`src/rtl/math_pow2_arb.sv`:
```
// Round-robin arbiter sharing one fixed-latency antilog unit among NREQ
// requesters, with a tag pipeline that routes each result back to its source.
module math_pow2_arb #(
  parameter  int NREQ = 4,
  parameter  int LAT  = 3,
  localparam int IDXW = $clog2(NREQ),
  localparam int IW   = $clog2(LAT + 1)
) (
  input  logic               clk,
  input  logic               rst,
  input  logic               ena,
  input  logic [NREQ-1:0]    req_valid,
  input  logic [12*NREQ-1:0] req_din,
  output logic [NREQ-1:0]    req_ready,
  output logic               pow_ena,
  output logic [11:0]        pow_din,
  input  logic [33:0]        pow_dout,
  output logic [NREQ-1:0]    rsp_valid,
  output logic [33:0]        rsp_dout,
  output logic [IW-1:0]      inflight,
  output logic               busy
);

  logic [IDXW-1:0] ptr;
  logic [IDXW-1:0] gidx;
  logic            found;
  logic            accept;
  logic [LAT-1:0]  tag_v;
  logic [IDXW-1:0] tag_i [LAT];
  logic            tail_v;
  logic [IDXW-1:0] tail_i;

  // Search starts at ptr and wraps, so the last winner goes to the back.
  always_comb begin
    int j;
    j     = 0;
    found = 1'b0;
    gidx  = '0;
    for (int k = 0; k < NREQ; k++) begin
      j = int'(ptr) + k;
      if (j >= NREQ) j = j - NREQ;
      if (!found && req_valid[j]) begin
        found = 1'b1;
        gidx  = IDXW'(j);
      end
    end
  end

  assign accept = found & ena & ~rst;

  always_comb begin
    req_ready = '0;
    if (accept) req_ready[gidx] = 1'b1;
  end

  assign pow_ena  = ena;
  assign pow_din  = found ? req_din[12*gidx +: 12] : 12'h000;
  assign rsp_dout = pow_dout;

  assign tail_v = tag_v[LAT-1];
  assign tail_i = tag_i[LAT-1];

  always_comb begin
    rsp_valid = '0;
    if (tail_v && ena && !rst) rsp_valid[tail_i] = 1'b1;
  end

  always_ff @(posedge clk) begin
    if (rst) begin
      ptr      <= '0;
      tag_v    <= '0;
      inflight <= '0;
      for (int i = 0; i < LAT; i++) tag_i[i] <= '0;
    end else if (ena) begin
      if (accept) begin
        ptr <= (gidx == IDXW'(NREQ - 1)) ? '0 : gidx + IDXW'(1);
      end
      for (int i = LAT - 1; i > 0; i--) begin
        tag_v[i] <= tag_v[i-1];
        tag_i[i] <= tag_i[i-1];
      end
      tag_v[0] <= accept;
      tag_i[0] <= gidx;
      inflight <= inflight + IW'(accept) - IW'(tail_v);
    end
  end

  assign busy = (inflight != '0) | (|req_valid);

endmodule

```
`config.mk`:
```
export PLATFORM = sky130hd
export DESIGN_NAME = math_pow2_arb
export DESIGN_NICKNAME = d
export VERILOG_FILES = /design/src/rtl/math_pow2_arb.sv
export SDC_FILE = /design/constraint.sdc
export NUM_CORES = 1
export LEC_CHECK = 0
export BUFFER_PORTS_ARGS = -buffer_cell sky130_fd_sc_hd__buf_2
export CAP_MARGIN = 20
export CORE_ASPECT_RATIO = 0.7
export CORE_MARGIN = 10
export CORE_UTILIZATION = 35
export CTS_CLUSTER_DIAMETER = 80
export DETAILED_ROUTE_END_ITERATION = 16
export GPL_TIMING_DRIVEN = 0
export PLACE_DENSITY = 0.89
export RECOVER_POWER = 50
export SLEW_MARGIN = 20
export SYNTH_ARGS = -nofsm -noshare
export SYNTH_HDL_FRONTEND = slang
export SYNTH_SLANG_ARGS = --single-unit
```
`constraint.sdc`:
```
create_clock -name clk -period 2.4 [get_ports clk]
set_clock_uncertainty 0.1 [all_clocks]
set_input_delay 0.48 -clock clk [delete_from_list [all_inputs] [get_ports clk]]
set_output_delay 0.48 -clock clk [all_outputs]
set_load 0.005 [all_outputs]
```
==> results.py, run 1 <==
metrics = {
    "finish": {
        "seqCellArea_um2": 325.3,
        "num-nets-final": 375,
        "drive_gt1_share_pct": 67.86,
        "area_growth_pct": 70.29,
        "stdcell_area_um2": 2352,
        "filler_cell_count": 349,
        "fin_util_pct": 61.08,
        "multi_input_area_um2": 840.8,
        "antenna_cells": 0,
        "final_cell_mix": "buf_2, buf_4, mux2i_1, clkbuf_4, nor2_1",
        "final_cells": 332,
        "layout_commonest_cell": "buf_2",
    },
    "worst_setup_path": {
        "cp-start-kind": "flop",
        "arrival_ps": 1830,
        "reg2reg_slack_ps": 650,
        "critPathMaxFanout": 7,
        "cp-end-kind": "output pin",
        "rr_startpoint": "ptr[1]$_SDFFE_PP0P_",
        "rr_endpoint": "ptr[1]$_SDFFE_PP0P_",
        "reg2reg_depth": 8,
        "critPathCapture": "req_ready[3]",
        "startpoint": "ptr[1]$_SDFFE_PP0P_",
        "criticalPathCategory": "flop to output pin",
        "critical_path_required_ps": 1820,
    },
    "floorplanning": {
        "die_area_um2": 6899,
        "initial_core_util_pct": 35.87,
        "ios": 147,
        "die_y_um": 72.56,
        "fp.coreArea_um2": 3851,
        "die_w_um": 95.09,
        "rows": 19,
    },
    "yosys": {
        "synth_area_leaders": "mux2i_1, buf_4, edfxtp_1, dfxtp_1, o22ai_1",
        "synth_warnings": 0,
        "synth_fp_nets": 249,
        "netlist_area_um2": 1381,
        "synth_cell_types": 32,
        "synth-seq-cells": 13,
        "synthArstFlopShare_pct": 0,
        "synth_area_per_cell_um2": 8.912,
        "synth_edf_count": 6,
        "ys.flop_type": "dfxtp_1",
        "yosysSeqAreaShare_pct": 23.19,
        "syn_inst": 155,
        "synth_top_area_share_pct": 20.29,
        "synth_top_cell_by_area": "mux2i_1",
    },
    "cts": {
        "ctsHtreeMaxLevel": 1,
        "ctsHoldBuffers": 0,
        "cts-root-buf": "clkbuf_8",
        "cts_buffers": 3,
        "clock_latency_ps": 250,
        "clk_pin_slew_ps": 60,
        "clkSinkCount": 13,
        "clock_path_buffers": 2,
        "cts_tree": "done",
    },
    "route": {
        "via_per_inst": 4.608,
        "vias": 1530,
        "wire_per_inst_um": 16.30,
        "met2_length_um": 3030,
        "drc_errors": 0,
        "wl_met3_um": 367,
        "first_pass_iters": 4,
        "drt-initial-drc-count": 69,
        "wl_met1_um": 1995,
        "wl_um": 5413,
        "drtAntennaViolNets": 0,
        "top_layer_used": "met4",
    },
    "placed_design": {
        "placement.cell_area_um2": 1997,
        "numPortBuffers": 110,
        "hpwl_um": 4282,
        "dp.cells": 317,
        "place_congestion": 0.7915,
    },
    "sta": {
        "fmax_mhz": 415.7,
        "finalMaxSlewViolations": 0,
        "finalCritPeriodShare_pct": 100.2,
        "finalHoldWorstSlack_ps": 353.0,
        "setup_ws_ps": -5.426,
        "hold_violations": 0,
        "rsz0062_at_grt": "true",
        "setup_viol": 2,
        "maxSlewHeadroom_pct": 66.32,
        "worst_pin_slew_ps": 505.2,
        "min_period_ps": 2405,
    },
    "grt": {
        "grt_pass1_vias": 1588,
        "grt_antenna_before_repair": 0,
        "overflow": 0,
        "grt_max_degree": 11,
        "grt_pass1_wl_um": 7555,
        "grt_use_total_pct": 13.40,
    },
    "pwr": {
        "p_per_area_nw_per_um2": 439.2,
        "p_leak_uw": 0.001187,
        "vdd_drop_max_v": 0.0002615,
    },
    "job": {
        "maxCapViolCount": 0,
    },
    "run_status": {
        "status": "complete, but fails checks",
        "failed_checks": "negative setup slack",
    },
    "worst_hold_path": {
        "holdCritPathClass": "flop to flop",
    },
}
metrics by stage:
step,total power [uW],setup slack [ps],setup TNS [ps]
after floorplan,524.5,177.8,0
after global placement,684.9,-147.0,-795.6
after detailed placement,693.0,-173.9,-1159
after CTS,957.1,1.842,0
after global routing,1099,-100.8,-774.6
final,1033,-5.426,-9.691
per-layer routing:
metal | vias to the layer above | track usage (%)
met1 | 719 | 14.13
met2 | 50 | 24.83
met4 | 0 | 2.649
met5 | - | 0
met3 | 4 | 5.046
li1 | 757 | -
registers in the layout (all words and copies together) (netlist names):
register	count
inflight	2
ptr	2
tag_i	6
tag_v	3
cell type report:
class | count | area share, %
timing repair buffer | 122 | 29.31
clock buffer | 4 | 1.915
sequential | 13 | 13.83
buffer | 43 | 15.27
tap | 52 | 2.766
multi-input combinational | 92 | 35.74
inverter | 6 | 1.170
repair_timing:
action	CTS	global route
cloned	1	1
pin swaps	5	8
gates resized for setup	19	30
setup buffers	8	3
setup endpoints to repair	16	18
cells in the mapped netlist, types with 2 or more instances:
cell / instances
and3_2: 4
inv_1: 6
nor2_1: 10
nand2b_1: 3
xor2_1: 2
mux2i_1: 28
buf_4: 37
a21oi_1: 3
o21ai_1: 2
dfxtp_1: 7
and2_1: 4
nand2_1: 4
edfxtp_1: 6
nor3_1: 2
buf_6: 3
ha_1: 5
o22ai_1: 13
clkbuf_1: 2
worst max-delay path, stage by stage, from the launching register on:
cell	delay, ps
dfxtp_4	380
mux2i_1	190
nor2_1	60
a311o_2	360
buf_8	170
inv_6	70
ha_4	120
and3_4	160
buf_6	90
how the worst min path moves through the flow:
stage	from	endpoint	slack, ps	cells after the start
after global placement	tag_v[0]$_SDFFE_PP0P_	tag_v[0]$_SDFFE_PP0P_	340	2
after CTS	tag_v[0]$_SDFFE_PP0P_	tag_v[0]$_SDFFE_PP0P_	350	2
after global routing	tag_v[0]$_SDFFE_PP0P_	tag_v[0]$_SDFFE_PP0P_	380	2
after floorplan	tag_v[0]$_SDFFE_PP0P_	tag_v[0]$_SDFFE_PP0P_	330	2
final	tag_v[0]$_SDFFE_PP0P_	tag_v[0]$_SDFFE_PP0P_	350	2
after detailed placement	tag_v[0]$_SDFFE_PP0P_	tag_v[0]$_SDFFE_PP0P_	340	2
power breakdown:
part,internal (uW),switching (uW)
sequential,250,12.1
combinational,327,244
clock,117,82.5
total,695,338
cell families (layout without fill, tap and decap cells):
kind of cell,Yosys count,count (layout),synth area share (%)
flops,13,13,23.19
xor+xnor,2,2,1.268
buf+inv,50,175,26.18
mux,28,28,20.29
simple gates,34,34,13.86
fa+ha+maj,5,5,4.529
compound gates,23,23,10.69
No activity file was read; power rests on OpenSTA's default activity.
==> inputs of run 2 (changes only) <==
--- a/config.mk
+++ b/config.mk
@@ -15,6 +15,7 @@
 export GPL_TIMING_DRIVEN = 0
 export PLACE_DENSITY = 0.89
 export RECOVER_POWER = 50
+export SETUP_SLACK_MARGIN = 0.15
 export SLEW_MARGIN = 20
 export SYNTH_ARGS = -nofsm -noshare
 export SYNTH_HDL_FRONTEND = slang
==> run 2 against run 1 <==
  * The run still ends with negative setup slack left
  * Final area is 4.4% higher
  * Total power is 4.7% higher
  * Flip-flop and latch count stayed put
  * Sequential power hardly changed
  * Combinational power is 8.8% higher
  * Critical endpoint is now req_ready[1]
==> results.py, run 2 (synthesized netlist as in run 1, its figures left out) <==
metrics = {
    "run_status": {
        "status": "complete, but fails checks",
        "failed_checks": "negative setup slack",
    },
    "finish": {
        "area_growth_pct": 77.81,
        "largest_register_ffs": 6,
        "antenna_cells": 0,
        "layout_commonest_cell": "buf_2",
        "drive_gt1_share_pct": 69.93,
        "largest-register": "tag_i",
        "final_cells": 338,
        "num-nets-final": 381,
        "top_regs": "tag_i: 6 flops, tag_v: 3 flops",
        "final_cell_mix": "buf_2, buf_4, mux2i_1, clkbuf_4, buf_6",
    },
    "pwr": {
        "swShare_pct": 32.46,
        "pwr-share-comb_pct": 57.5,
        "p_per_area_nw_per_um2": 440.3,
        "p_leak_uw": 0.001228,
        "p_switching_uw": 351.0,
        "p_int_uw": 730.5,
        "clockPowerShare_pct": 18.3,
        "seqPwrFrac_pct": 24.3,
        "vdd_drop_max_v": 0.0002570,
    },
    "grt": {
        "grt_antenna_before_repair": 0,
        "grt_pass1_vias": 1644,
        "overflow": 0,
        "grt_use_total_pct": 14.06,
        "grt_max_degree": 11,
        "grt_pass1_wl_um": 7872,
    },
    "placed_design": {
        "place_congestion": 0.7915,
        "numPortBuffers": 110,
        "hpwl_um": 4282,
        "dp.cells": 317,
        "pre_cts_ws_ps": -173.9,
    },
    "worst_setup_path": {
        "reg2reg_depth": 9,
        "startpoint": "ptr[1]$_SDFFE_PP0P_",
        "arrival_ps": 1880,
        "cp-end-kind": "output pin",
        "rr_endpoint": "ptr[1]$_SDFFE_PP0P_",
        "critPathCapture": "req_ready[1]",
        "criticalPathCategory": "flop to output pin",
        "critPathMaxFanout": 7,
        "cp-start-kind": "flop",
        "reg2reg_slack_ps": 610,
        "rr_startpoint": "ptr[1]$_SDFFE_PP0P_",
        "critical_path_required_ps": 1820,
    },
    "cts": {
        "clock_latency_ps": 250,
        "cts-root-buf": "clkbuf_8",
        "ctsHtreeMaxLevel": 1,
        "clock_path_buffers": 2,
        "clk_pin_slew_ps": 60,
        "cts_buffers": 3,
        "cts_tree": "done",
        "clkSinkCount": 13,
    },
    "route": {
        "vias": 1539,
        "drtAntennaViolNets": 0,
        "drt-initial-drc-count": 82,
        "first_pass_iters": 4,
        "via_per_inst": 4.553,
        "wl_um": 5537,
        "wire_per_inst_um": 16.38,
        "drc_errors": 0,
    },
    "sta": {
        "setup_ws_ps": -62.58,
        "hold_violations": 0,
        "final.setup.tns_ps": -365.9,
        "finalCritPeriodShare_pct": 102.6,
        "min_period_ps": 2463,
        "finalHoldWorstSlack_ps": 354.4,
        "fmax_mhz": 406.1,
        "worst_pin_slew_ps": 476.9,
        "setup_viol": 14,
        "maxSlewHeadroom_pct": 68.21,
        "rsz0062_at_grt": "true",
        "finalMaxSlewViolations": 0,
    },
    "floorplanning": {
        "die_w_um": 95.09,
        "fp.coreArea_um2": 3851,
        "die_y_um": 72.56,
        "initial_core_util_pct": 35.87,
        "ios": 147,
        "rows": 19,
        "die_area_um2": 6899,
    },
    "worst_hold_path": {
        "holdCritPathClass": "flop to flop",
    },
    "job": {
        "maxCapViolCount": 0,
    },
}
==> run 2: what timing repair did <==
item / CTS / global route
resized for setup: 37 / 26
setup buffers: 14 / 2
hold buffers: 0 / 0
endpoints found under the setup margin: 18 / 19
pin swaps: 13 / 6
gates cloned: 0 / 1
==> run 2: per-stage QoR <==
stage                     total power, uW  utilization, %  instance area, um2
after floorplan                     524.5               -                1381
after detailed placement            693.0           51.85                1997
after global routing                 1149           63.78                2456
after CTS                            1002           59.91                2307
after global placement              684.9           51.85                1997
final                                1081           63.78                2456
==> run 2: cell type report <==
class | count | area [um2]
fill | 343 | 1395
multi-input combinational | 92 | 867.1
timing repair buffer | 127 | 742.0
buffer | 44 | 372.9
sequential | 13 | 325.3
tap | 52 | 65.06
clock buffer | 4 | 45.04
inverter | 6 | 38.79
==> run 2: per-layer routing <==
metal / share of wire, % / up-vias / track usage, %
li1: - / 770 / -
met1: 36 / 716 / 14.43
met2: 58 / 47 / 27.17
met3: 5.7 / 6 / 4.325
met4: 0.76 / 0 / 2.980
met5: 0 / - / 0
==> run 2: worst max-delay path, cell delays in order (launching register included) <==
cell      delay (ps)
dfxtp_4          380
mux2i_1          190
nor2_1            70
a311o_2          320
buf_6            130
buf_12           140
clkinv_8          50
ha_4             110
and3_4           160
buf_6             90
==> run 2: power by group through the flow <==
stage          Combinational (uW)  Sequential, uW  Clock [uW]
6_report                      621             263         197
5_1_grt                       669             265         216
4_1_cts                       539             261         202
3_5_place_dp                  428             265           0
3_3_place_gp                  421             264           0
2_1_floorplan                 263             262           0
==> run 2: worst min path at each step <==
stage | startpoint | to | slack [ps] | cells after the start
4_1_cts | tag_v[0]$_SDFFE_PP0P_ | tag_v[0]$_SDFFE_PP0P_ | 350 | 2
3_3_place_gp | tag_v[0]$_SDFFE_PP0P_ | tag_v[0]$_SDFFE_PP0P_ | 340 | 2
2_1_floorplan | tag_v[0]$_SDFFE_PP0P_ | tag_v[0]$_SDFFE_PP0P_ | 330 | 2
6_report | tag_v[0]$_SDFFE_PP0P_ | tag_v[0]$_SDFFE_PP0P_ | 350 | 2
5_1_grt | tag_v[0]$_SDFFE_PP0P_ | tag_v[0]$_SDFFE_PP0P_ | 380 | 2
3_5_place_dp | tag_v[0]$_SDFFE_PP0P_ | tag_v[0]$_SDFFE_PP0P_ | 340 | 2
